File: src/rtl/i2s_mic_rx_if.sv
// Microphone-side I2S pins and the 16-bit sample stream of i2s_mic_rx.
// master = receiver (drives SCK/WS and the sample outputs), slave = mic model / consumer.
interface i2s_mic_rx_if;
  logic        mic_sck;
  logic        mic_ws;
  logic        mic_sd;
  logic [15:0] data;
  logic        data_we;
  logic        ready;

  modport master (output mic_sck, mic_ws, data, data_we, ready, input mic_sd);
  modport slave  (input mic_sck, mic_ws, data, data_we, ready, output mic_sd);
endinterface

File: src/rtl/i2s_mic_rx.sv
// I2S master receiver for a 24-bit MEMS mic: one scaled, saturated 16-bit sample per frame.
// Optional DC blocker after scaling when I2S_MIC_DC_REMOVE_EN is defined.
module i2s_mic_rx #(
  parameter int SCK_HALF       = 4,
  parameter int CHANNEL        = 0,
  parameter int GAIN           = 0,
  parameter int STARTUP_FRAMES = 4096,
  parameter int is_simulation  = 0
) (
  input  logic        clk,
  input  logic        reset_p,
  i2s_mic_rx_if.master bus
);
  localparam int STARTUP = (is_simulation != 0) ? 2 : STARTUP_FRAMES;
  localparam int DW      = $clog2(SCK_HALF);
  localparam int FW      = $clog2(STARTUP + 1);
  localparam int SHIFT   = 8 - GAIN;

  logic [DW-1:0] r_div_cnt;
  logic          r_sck;
  logic [5:0]    r_bit_cnt;
  logic [23:0]   r_shift;
  logic          r_proc;
  logic [FW-1:0] r_frame_cnt;
  logic          r_ready;
  logic [15:0]   r_data;
  logic          r_we;

  logic              w_div_wrap, w_fall, w_cap;
  logic [4:0]        w_slot;
  logic signed [23:0] w_scaled;
  logic [15:0]       w_x, w_out;

  function automatic logic [15:0] sat16(input logic signed [24:0] v);
    if (v > 25'sd32767)       return 16'h7FFF;
    else if (v < -25'sd32768) return 16'h8000;
    else                      return v[15:0];
  endfunction

  assign w_div_wrap = (r_div_cnt == DW'(SCK_HALF - 1));
  // last clk of the SCK high phase: sample SD here, and SCK falls on this edge
  assign w_fall     = w_div_wrap & r_sck;
  assign w_slot     = r_bit_cnt[4:0];
  assign w_cap      = w_fall && (r_bit_cnt[5] == CHANNEL[0]) &&
                      (w_slot >= 5'd1) && (w_slot <= 5'd24);
  assign w_scaled   = $signed(r_shift) >>> SHIFT;
  assign w_x        = sat16({w_scaled[23], w_scaled});

`ifdef I2S_MIC_DC_REMOVE_EN
  logic signed [23:0] r_acc;
  logic signed [16:0] w_diff;

  // y = x - acc/256; acc integrates the saturated output
  assign w_diff = $signed({w_x[15], w_x}) - $signed({r_acc[23], r_acc[23:8]});
  assign w_out  = sat16({{8{w_diff[16]}}, w_diff});

  always_ff @(posedge clk or posedge reset_p) begin
    if (reset_p)     r_acc <= '0;
    else if (r_proc) r_acc <= r_acc + $signed({{8{w_out[15]}}, w_out});
  end
`else
  assign w_out = w_x;
`endif

  always_ff @(posedge clk or posedge reset_p) begin
    if (reset_p) begin
      r_div_cnt   <= '0;
      r_sck       <= 1'b0;
      r_bit_cnt   <= '0;
      r_shift     <= '0;
      r_proc      <= 1'b0;
      r_frame_cnt <= '0;
      r_ready     <= 1'b0;
      r_data      <= '0;
      r_we        <= 1'b0;
    end else begin
      r_div_cnt <= w_div_wrap ? '0 : r_div_cnt + DW'(1);
      if (w_div_wrap) r_sck <= ~r_sck;
      if (w_fall)     r_bit_cnt <= r_bit_cnt + 6'd1;
      if (w_cap)      r_shift <= {r_shift[22:0], bus.mic_sd};
      r_proc <= w_cap && (w_slot == 5'd24);
      if (w_fall && (r_bit_cnt == 6'd63) && !r_ready) begin
        if (r_frame_cnt == FW'(STARTUP - 1)) r_ready <= 1'b1;
        else                                 r_frame_cnt <= r_frame_cnt + FW'(1);
      end
      // data tracks every processed sample; the strobe only once settled
      r_we <= 1'b0;
      if (r_proc) begin
        r_data <= w_out;
        r_we   <= r_ready;
      end
    end
  end

  assign bus.mic_sck = r_sck;
  assign bus.mic_ws  = r_bit_cnt[5];
  assign bus.data    = r_data;
  assign bus.data_we = r_we;
  assign bus.ready   = r_ready;
endmodule

File: src/flat_wrapper.sv
// flat-port wrapper written by rule: the top's interface ports become plain ports
module i2s_mic_rx_flat 
#(
  parameter int SCK_HALF       = 4,
  parameter int CHANNEL        = 0,
  parameter int GAIN           = 0,
  parameter int STARTUP_FRAMES = 4096,
  parameter int is_simulation  = 0
)
  (clk, reset_p, bus_mic_sck, bus_mic_ws, bus_data, bus_data_we, bus_ready, bus_mic_sd);
  i2s_mic_rx_if bus_i ();
  input  logic clk;
  input  logic reset_p;
  output wire logic [$bits(bus_i.mic_sck)-1:0] bus_mic_sck;
  output wire logic [$bits(bus_i.mic_ws)-1:0] bus_mic_ws;
  output wire logic [$bits(bus_i.data)-1:0] bus_data;
  output wire logic [$bits(bus_i.data_we)-1:0] bus_data_we;
  output wire logic [$bits(bus_i.ready)-1:0] bus_ready;
  input wire logic [$bits(bus_i.mic_sd)-1:0] bus_mic_sd;
  assign bus_mic_sck = bus_i.mic_sck;
  assign bus_mic_ws = bus_i.mic_ws;
  assign bus_data = bus_i.data;
  assign bus_data_we = bus_i.data_we;
  assign bus_ready = bus_i.ready;
  assign bus_i.mic_sd = bus_mic_sd;
  i2s_mic_rx #(.SCK_HALF(SCK_HALF), .CHANNEL(CHANNEL), .GAIN(GAIN), .STARTUP_FRAMES(STARTUP_FRAMES), .is_simulation(is_simulation)) u_core (.clk(clk), .reset_p(reset_p), .bus(bus_i));
endmodule
File: config.mk
export PLATFORM = sky130hd
export DESIGN_NAME = i2s_mic_rx_flat
export DESIGN_NICKNAME = d
export VERILOG_FILES = /design/src/rtl/i2s_mic_rx_if.sv /design/src/rtl/i2s_mic_rx.sv /design/src/flat_wrapper.sv
export SDC_FILE = /design/constraint.sdc
export NUM_CORES = 1
export LEC_CHECK = 0
export CAP_MARGIN = 20
export CORE_MARGIN = 2
export CORE_UTILIZATION = 45
export DETAILED_ROUTE_END_ITERATION = 10
export DONT_BUFFER_PORTS = 1
export GPL_TIMING_DRIVEN = 0
export PLACE_DENSITY_LB_ADDON = 0.12
export SLEW_MARGIN = 20
export SYNTH_ARGS = -nofsm -noshare
export SYNTH_HDL_FRONTEND = slang
export SYNTH_SLANG_ARGS = --single-unit
File: constraint.sdc
create_clock -name clk -period 2.1 [get_ports clk]
set_input_delay 0.21 -clock clk [delete_from_list [all_inputs] [get_ports clk]]
set_output_delay 0.21 -clock clk [all_outputs]
set_load 0.1 [all_outputs]
==> results of run 1 <==
## layout by cell type (no fill, tap or decap), types with 3 or more instances in the layout
master | netlist | routed
and2_1 | 4 | 4
nand2_1 | 7 | 7
clkbuf_8 | 0 | 9
xnor2_1 | 13 | 13
xor2_1 | 3 | 3
inv_1 | 4 | 3
nand3_1 | 7 | 7
nand4_1 | 7 | 7
dfrtp_1 | 65 | 62
and3_1 | 3 | 3
clkbuf_1 | 3 | 5
ha_1 | 5 | 5
clkinv_2 | 0 | 3
nor2_1 | 3 | 3
mux2_2 | 39 | 39
## power groups by stage
stage | combinational, mW | clock [mW] | sequential [mW]
2_1_floorplan | 0.0233 | 0 | 1.28
6_report | 0.0352 | 0.983 | 1.26
4_1_cts | 0.0377 | 1.01 | 1.26
5_1_grt | 0.0420 | 1.07 | 1.26
3_3_place_gp | 0.0286 | 0 | 1.28
3_5_place_dp | 0.0357 | 0 | 1.28
## worst paths after layout
path	from	to	slack [ns]	cells past startpoint
worst max-delay path	u_core.r_bit_cnt[0]$_DFFE_PP0N_	u_core.r_shift[17]$_DFFE_PP0P_	0.13	5
min in group asynchronous	reset_p	u_core.r_shift[22]$_DFFE_PP0P_	0.34	2
worst min-delay path	bus_mic_sd	u_core.r_shift[0]$_DFFE_PP0P_	0.03	1
max in group asynchronous	reset_p	u_core.bus.mic_sck$_DFFE_PP0N_	1.24	3
worst max register to register	u_core.r_bit_cnt[0]$_DFFE_PP0N_	u_core.r_shift[17]$_DFFE_PP0P_	0.13	5
worst min register to register	u_core.r_div_cnt[0]$_DFF_PP0_	u_core.r_div_cnt[0]$_DFF_PP0_	0.42	1
## what timing repair did
item                       CTS  global route
buffers inserted             2             0
setup endpoints to repair   32            24
pin swaps                    1             0
gates resized for setup      5             1
hold buffers                 1             0
hold endpoints to repair    26             0
## critical path: cells and delay by family, from the launching register on
| family | cells | cell delay, ns |
|---|---|---|
| mux | 1 | 0.34 |
| simple gates | 1 | 0.56 |
| compound gates | 1 | 0.22 |
| flops | 1 | 0.43 |
| buf+inv | 2 | 0.32 |
## stage by stage
stage | setup WS, ns | instances | utilization | area (sq um) | TNS [ns]
floorplan | 0.00728 | 182 | - | 2640 | 0
global placement | -0.449 | 254 | 0.490 | 2730 | -20.00
detailed placement | -0.308 | 255 | 0.494 | 2750 | -2.92
CTS | 0.0405 | 273 | 0.533 | 2970 | 0
global route | 0.0277 | 273 | 0.534 | 2980 | 0
finish | 0.125 | 273 | 0.534 | 2980 | 0
## kinds of logic after synthesis
family | after synthesis
compound gates | 5
xor+xnor | 16
fa+ha+maj | 5
buf+inv | 9
flops | 65
mux | 42
simple gates | 40
## per-layer routing
metal  vias to the layer above  GRT usage
met1                       734      0.186
met3                        11     0.0438
met4                         0     0.0966
met2                        23      0.227
li1                        677          -
met5                         -          0
## flip-flops by register name, indices dropped and copies added, names as in the netlist
| signal | flops |
|---|---|
| u_core.bus.mic_sck | 1 |
| u_core.bus.ready | 1 |
| u_core.r_bit_cnt | 6 |
| u_core.r_proc | 1 |
| u_core.bus.data_we | 1 |
| u_core.r_frame_cnt | 13 |
| u_core.bus.data | 16 |
| u_core.r_div_cnt | 2 |
| u_core.r_shift | 24 |
## cell type report
type / count / area (sq um) / area share
plain buffers: 5 / 33.8 / 0.0114
clock buffers: 11 / 131 / 0.0442
clock inverters: 4 / 45.0 / 0.0151
inverters: 4 / 17.5 / 0.00589
multi-input cells: 108 / 980 / 0.329
flip-flops and latches: 65 / 1630 / 0.549
well taps: 72 / 90.1 / 0.0303
repair buffers: 4 / 45.0 / 0.0151
==> results.py, run 1 <==
metrics = {
    "cells_and_area": {
        "layout.nets": 205,
        "drive_gt1_frac": 0.333,
        "diodes": 0,
        "fill_cells": 468,
        "area_delta_synth_final_pct": 12.8,
    },
    "routing": {
        "first_iter_violations": 48,
        "wl_per_cell_um": 15.2,
        "dr.pass1.iters": 4,
        "wl_met2_mm": 1.94,
        "viasPerCell": 5.29,
        "postRouteAntennaNets": 0,
        "vias": 1445,
        "drc_errors": 0,
        "wirelength_mm": 4.15,
        "wl_met1_mm": 1.94,
        "routed.top_layer": "met4",
        "wl_met3_um": 163,
    },
    "global_route": {
        "globalRouteOverflowTotal": 0,
        "grt_pass1_vias": 1518,
        "grt_max_degree": 40,
        "grt_usage": 0.150,
        "antenna_found_initial": 0,
        "grt_pass1_wl_mm": 7.17,
    },
    "die": {
        "die_h_um": 80.6,
        "core_sq_um": 5570,
        "initial_core_util": 0.473,
        "rows": 27,
        "die-area_sq_um": 6490,
        "chipWidth_um": 80.6,
        "ios": 23,
    },
    "synth": {
        "yosysTopAreaCell": "dfrtp_1",
        "synth_simple_gate_area_share": 0.0901,
        "synth-adder-area-share": 0.0237,
        "muxShareOfSynthArea": 0.179,
        "synth_commonest_cells": "dfrtp_1 (65), mux2_2 (39), xnor2_1 (13)",
        "synth_edf_count": 0,
        "synth_cells": 182,
        "synthTopCellsByArea": "dfrtp_1 (62%), mux2_2 (17%), xnor2_1 (4.3%)",
        "ys_ff_latch": 65,
        "post-synth-top-count-cell": "dfrtp_1",
        "avgSynthCellArea_sq_um": 14.5,
        "synth-async-reset-ratio": 1.00,
        "yosysWarnings": 0,
        "yosysSeqAreaShare": 0.616,
        "synth_compound_area_frac": 0.0194,
        "synth_top_area_share": 0.616,
        "synth_nets": 190,
        "synthFlopType": "dfrtp_1",
        "synth-xor-area-share": 0.0531,
        "ys_types": 28,
        "syn_area_sq_um": 2640,
        "synth_top_family_by_area": "multiplexers",
    },
    "power_and_ir_drop": {
        "net-switching-power_mw": 0.474,
        "p_int_mw": 1.80,
        "p_comb_frac": 0.015,
        "total_power_mw": 2.28,
        "ir_drop_v": 0.000519,
        "leakage_nw": 1.43,
        "seqPwrFrac": 0.553,
        "switching_share": 0.208,
        "p_per_area_nw_per_um2": 766,
        "p_clk_frac": 0.431,
    },
    "cts": {
        "insertion_delay_ns": 0.33,
        "cts_buffers": 9,
        "cts_sinks": 65,
        "cts.path.max_buffers": 2,
        "clkTransAtPathRegs_ns": 0.07,
        "cts-htree-levels": 3,
        "cts_root_buf": "clkbuf_8",
        "cts_tree": "yes",
    },
    "sta": {
        "rsz0062_at_grt": "no",
        "hold_violations": 0,
        "final_max_slew_viol_count": 0,
        "final.period_utilization": 0.940,
        "relSlewSlack": 0.393,
        "setup_viol": 0,
        "fin_crit_ns": 1.97,
        "worst_slew_pin_slew_ns": 0.910,
        "fmax_ghz": 0.506,
        "fin_worst_skew_ns": 0.00474,
        "hold_ws_ns": 0.0283,
    },
    "place": {
        "gp_congestion": 0.683,
        "hpwl_mm": 2.75,
        "numPortBuffers": 0,
    },
    "worst_hold_path": {
        "min_path_type": "in -> reg",
    },
    "setup_path": {
        "critPathMaxStageDelay_ns": 0.56,
        "slowest_stage": "or4_4",
        "worstSetupStartpointType": "flop",
        "crit_arrival_ns": 2.19,
        "end_kind": "flop",
        "required_ns": 2.32,
        "crit_type": "reg -> reg",
        "worst-path-max-fanout": 10,
        "cp_cell_sequence": "or4_4, o31ai_4, buf_4, buf_6, mux2_2",
    },
    "run": {
        "drv_cap": 0,
    },
    "outcome": {
        "status": "finished, final reports clean",
    },
}
(Power assumes the default switching activity.)
==> run 2: changes to the inputs <==
HOLD_SLACK_MARGIN = 0.03   (was unset)
==> run 2 against run 1 <==
Compared with the run above: global-route usage unchanged; clock skew grew 0.0012 ns; count of clock-buffer cells in the layout stayed put; critical path type unchanged; first-iteration DRC count fell by 2.1%; core utilization increased by 0.18 points; worst setup slack is essentially flat; clock power is essentially flat; non-clock buffer count up 1; register-to-register slack hardly changed; largest power group unchanged; critical path depth unchanged.
==> results.py, run 2 (same netlist as run 1, synthesis figures left out) <==
metrics = {
    "routing": {
        "vias": 1448,
        "dr.pass1.iters": 4,
        "wl_per_cell_um": 15.2,
        "postRouteAntennaNets": 0,
        "drc_errors": 0,
        "viasPerCell": 5.28,
        "first_iter_violations": 47,
        "wirelength_mm": 4.15,
    },
    "cts": {
        "clkTransAtPathRegs_ns": 0.07,
        "insertion_delay_ns": 0.33,
        "cts_buffers": 9,
        "cts_tree": "yes",
        "cts_sinks": 65,
        "cts-htree-levels": 3,
        "cts_root_buf": "clkbuf_8",
        "cts.path.max_buffers": 2,
    },
    "setup_path": {
        "reg2reg_slack_ns": 0.13,
        "reg2reg_to": "u_core.r_shift[17]$_DFFE_PP0P_",
        "worstSetupStartpointType": "flop",
        "end_kind": "flop",
        "worst-path-max-fanout": 10,
        "crit_arrival_ns": 2.19,
        "reg2reg_depth": 5,
        "required_ns": 2.32,
        "critPathCapture": "u_core.r_shift[17]$_DFFE_PP0P_",
        "reg2reg_from": "u_core.r_bit_cnt[0]$_DFFE_PP0N_",
        "worstSetupStartpoint": "u_core.r_bit_cnt[0]$_DFFE_PP0N_",
        "crit_type": "reg -> reg",
    },
    "power_and_ir_drop": {
        "ir_drop_v": 0.000519,
        "total_power_mw": 2.28,
        "leakage_nw": 1.43,
        "p_per_area_nw_per_um2": 763,
    },
    "sta": {
        "fin_crit_ns": 1.97,
        "relSlewSlack": 0.393,
        "rsz0062_at_grt": "no",
        "fmax_ghz": 0.506,
        "hold_violations": 0,
        "setup_ws_ns": 0.125,
        "fin_worst_skew_ns": 0.00595,
        "setup_viol": 0,
        "final_max_slew_viol_count": 0,
        "final.period_utilization": 0.940,
        "worst_slew_pin_slew_ns": 0.910,
    },
    "cells_and_area": {
        "final_cell_mix": "dfrtp_1 (62), mux2_2 (39), xnor2_1 (13)",
        "drive_gt1_frac": 0.332,
        "layout_commonest_cell": "dfrtp_1",
        "largest_reg_flops": 24,
        "diodes": 0,
        "area_delta_synth_final_pct": 13.1,
        "post_layout_nonfiller_instances": 274,
        "layout.nets": 206,
        "regMostFlops": "u_core.r_shift",
    },
    "die": {
        "ios": 23,
        "chipWidth_um": 80.6,
        "die-area_sq_um": 6490,
        "rows": 27,
        "initial_core_util": 0.473,
        "die_h_um": 80.6,
        "core_sq_um": 5570,
    },
    "global_route": {
        "grt_usage": 0.150,
        "grt_pass1_wl_mm": 7.17,
        "grt_pass1_vias": 1518,
        "grt_max_degree": 40,
        "globalRouteOverflowTotal": 0,
        "antenna_found_initial": 0,
    },
    "place": {
        "numPortBuffers": 0,
        "dp_cells": 255,
        "gp_congestion": 0.683,
        "dp_worst_setup_slack_ns": -0.308,
        "hpwl_mm": 2.75,
    },
    "worst_hold_path": {
        "min_path_type": "in -> async",
    },
    "outcome": {
        "status": "finished, final reports clean",
    },
    "run": {
        "drv_cap": 0,
    },
}
run 2: cell count changes in the layout (fill, tap and decap cells not counted):
cell and change:
dlygate4sd3_1 +1
run 2: repair_timing:
action,in CTS,in global routing
gates resized for setup,5,1
cloned,0,0
pin swaps,1,0
hold endpoints to repair,27,0
setup endpoints to repair,32,24
hold buffers,2,0
setup buffers,2,0
run 2: area by class of cell:
type                            instances  area [sq um]
Inverter                                4          17.5
Fill cell                             467          2590
Sequential cell                        65          1630
Clock buffer                           11           131
Clock inverter                          4          45.0
Tap cell                               72          90.1
Multi-Input combinational cell        108           980
Buffer                                  5          33.8
Timing Repair Buffer                    5          55.1
run 2: critical path, stage by stage, from the launching register on:
cell and delay (ns):
dfrtp_1 0.43, or4_4 0.56, o31ai_4 0.22, buf_4 0.17, buf_6 0.15, mux2_2 0.34
run 2: layer usage:
metal / up-vias / wire length (um) / track usage
met2: 23 / 1950 / 0.228
met4: 0 / 114 / 0.0966
met1: 735 / 1920 / 0.185
met5: - / 0 / 0
li1: 679 / - / -
met3: 11 / 167 / 0.0438
run 2: worst min path at each step:
stage,from,endpoint,depth (start not counted)
2_1_floorplan,bus_mic_sd,u_core.r_shift[0]$_DFFE_PP0P_,1
3_3_place_gp,bus_mic_sd,u_core.r_shift[0]$_DFFE_PP0P_,1
3_5_place_dp,reset_p,u_core.bus.data[13]$_DFFE_PP0P_,1
4_1_cts,reset_p,u_core.r_shift[20]$_DFFE_PP0P_,2
5_1_grt,reset_p,u_core.r_shift[20]$_DFFE_PP0P_,2
6_report,reset_p,u_core.r_shift[22]$_DFFE_PP0P_,2
run 2: where the power goes:
group / internal (mW) / leakage (nW) / switching (mW)
registers: 1.26 / 0.875 / 0.00235
clock network: 0.536 / 0.0929 / 0.444
logic: 0.0109 / 0.467 / 0.0257
total: 1.80 / 1.43 / 0.473
run 2: stage by stage:
stage          TNS [ns]  utilization  instance area, sq um  hold slack, ns
2_1_floorplan         0            -                  2640           0.360
3_3_place_gp     -20.00        0.490                  2730           0.363
3_5_place_dp      -2.92        0.494                  2750          0.0802
4_1_cts               0        0.534                  2980           0.329
5_1_grt               0        0.536                  2990           0.354
6_report              0        0.536                  2990           0.339
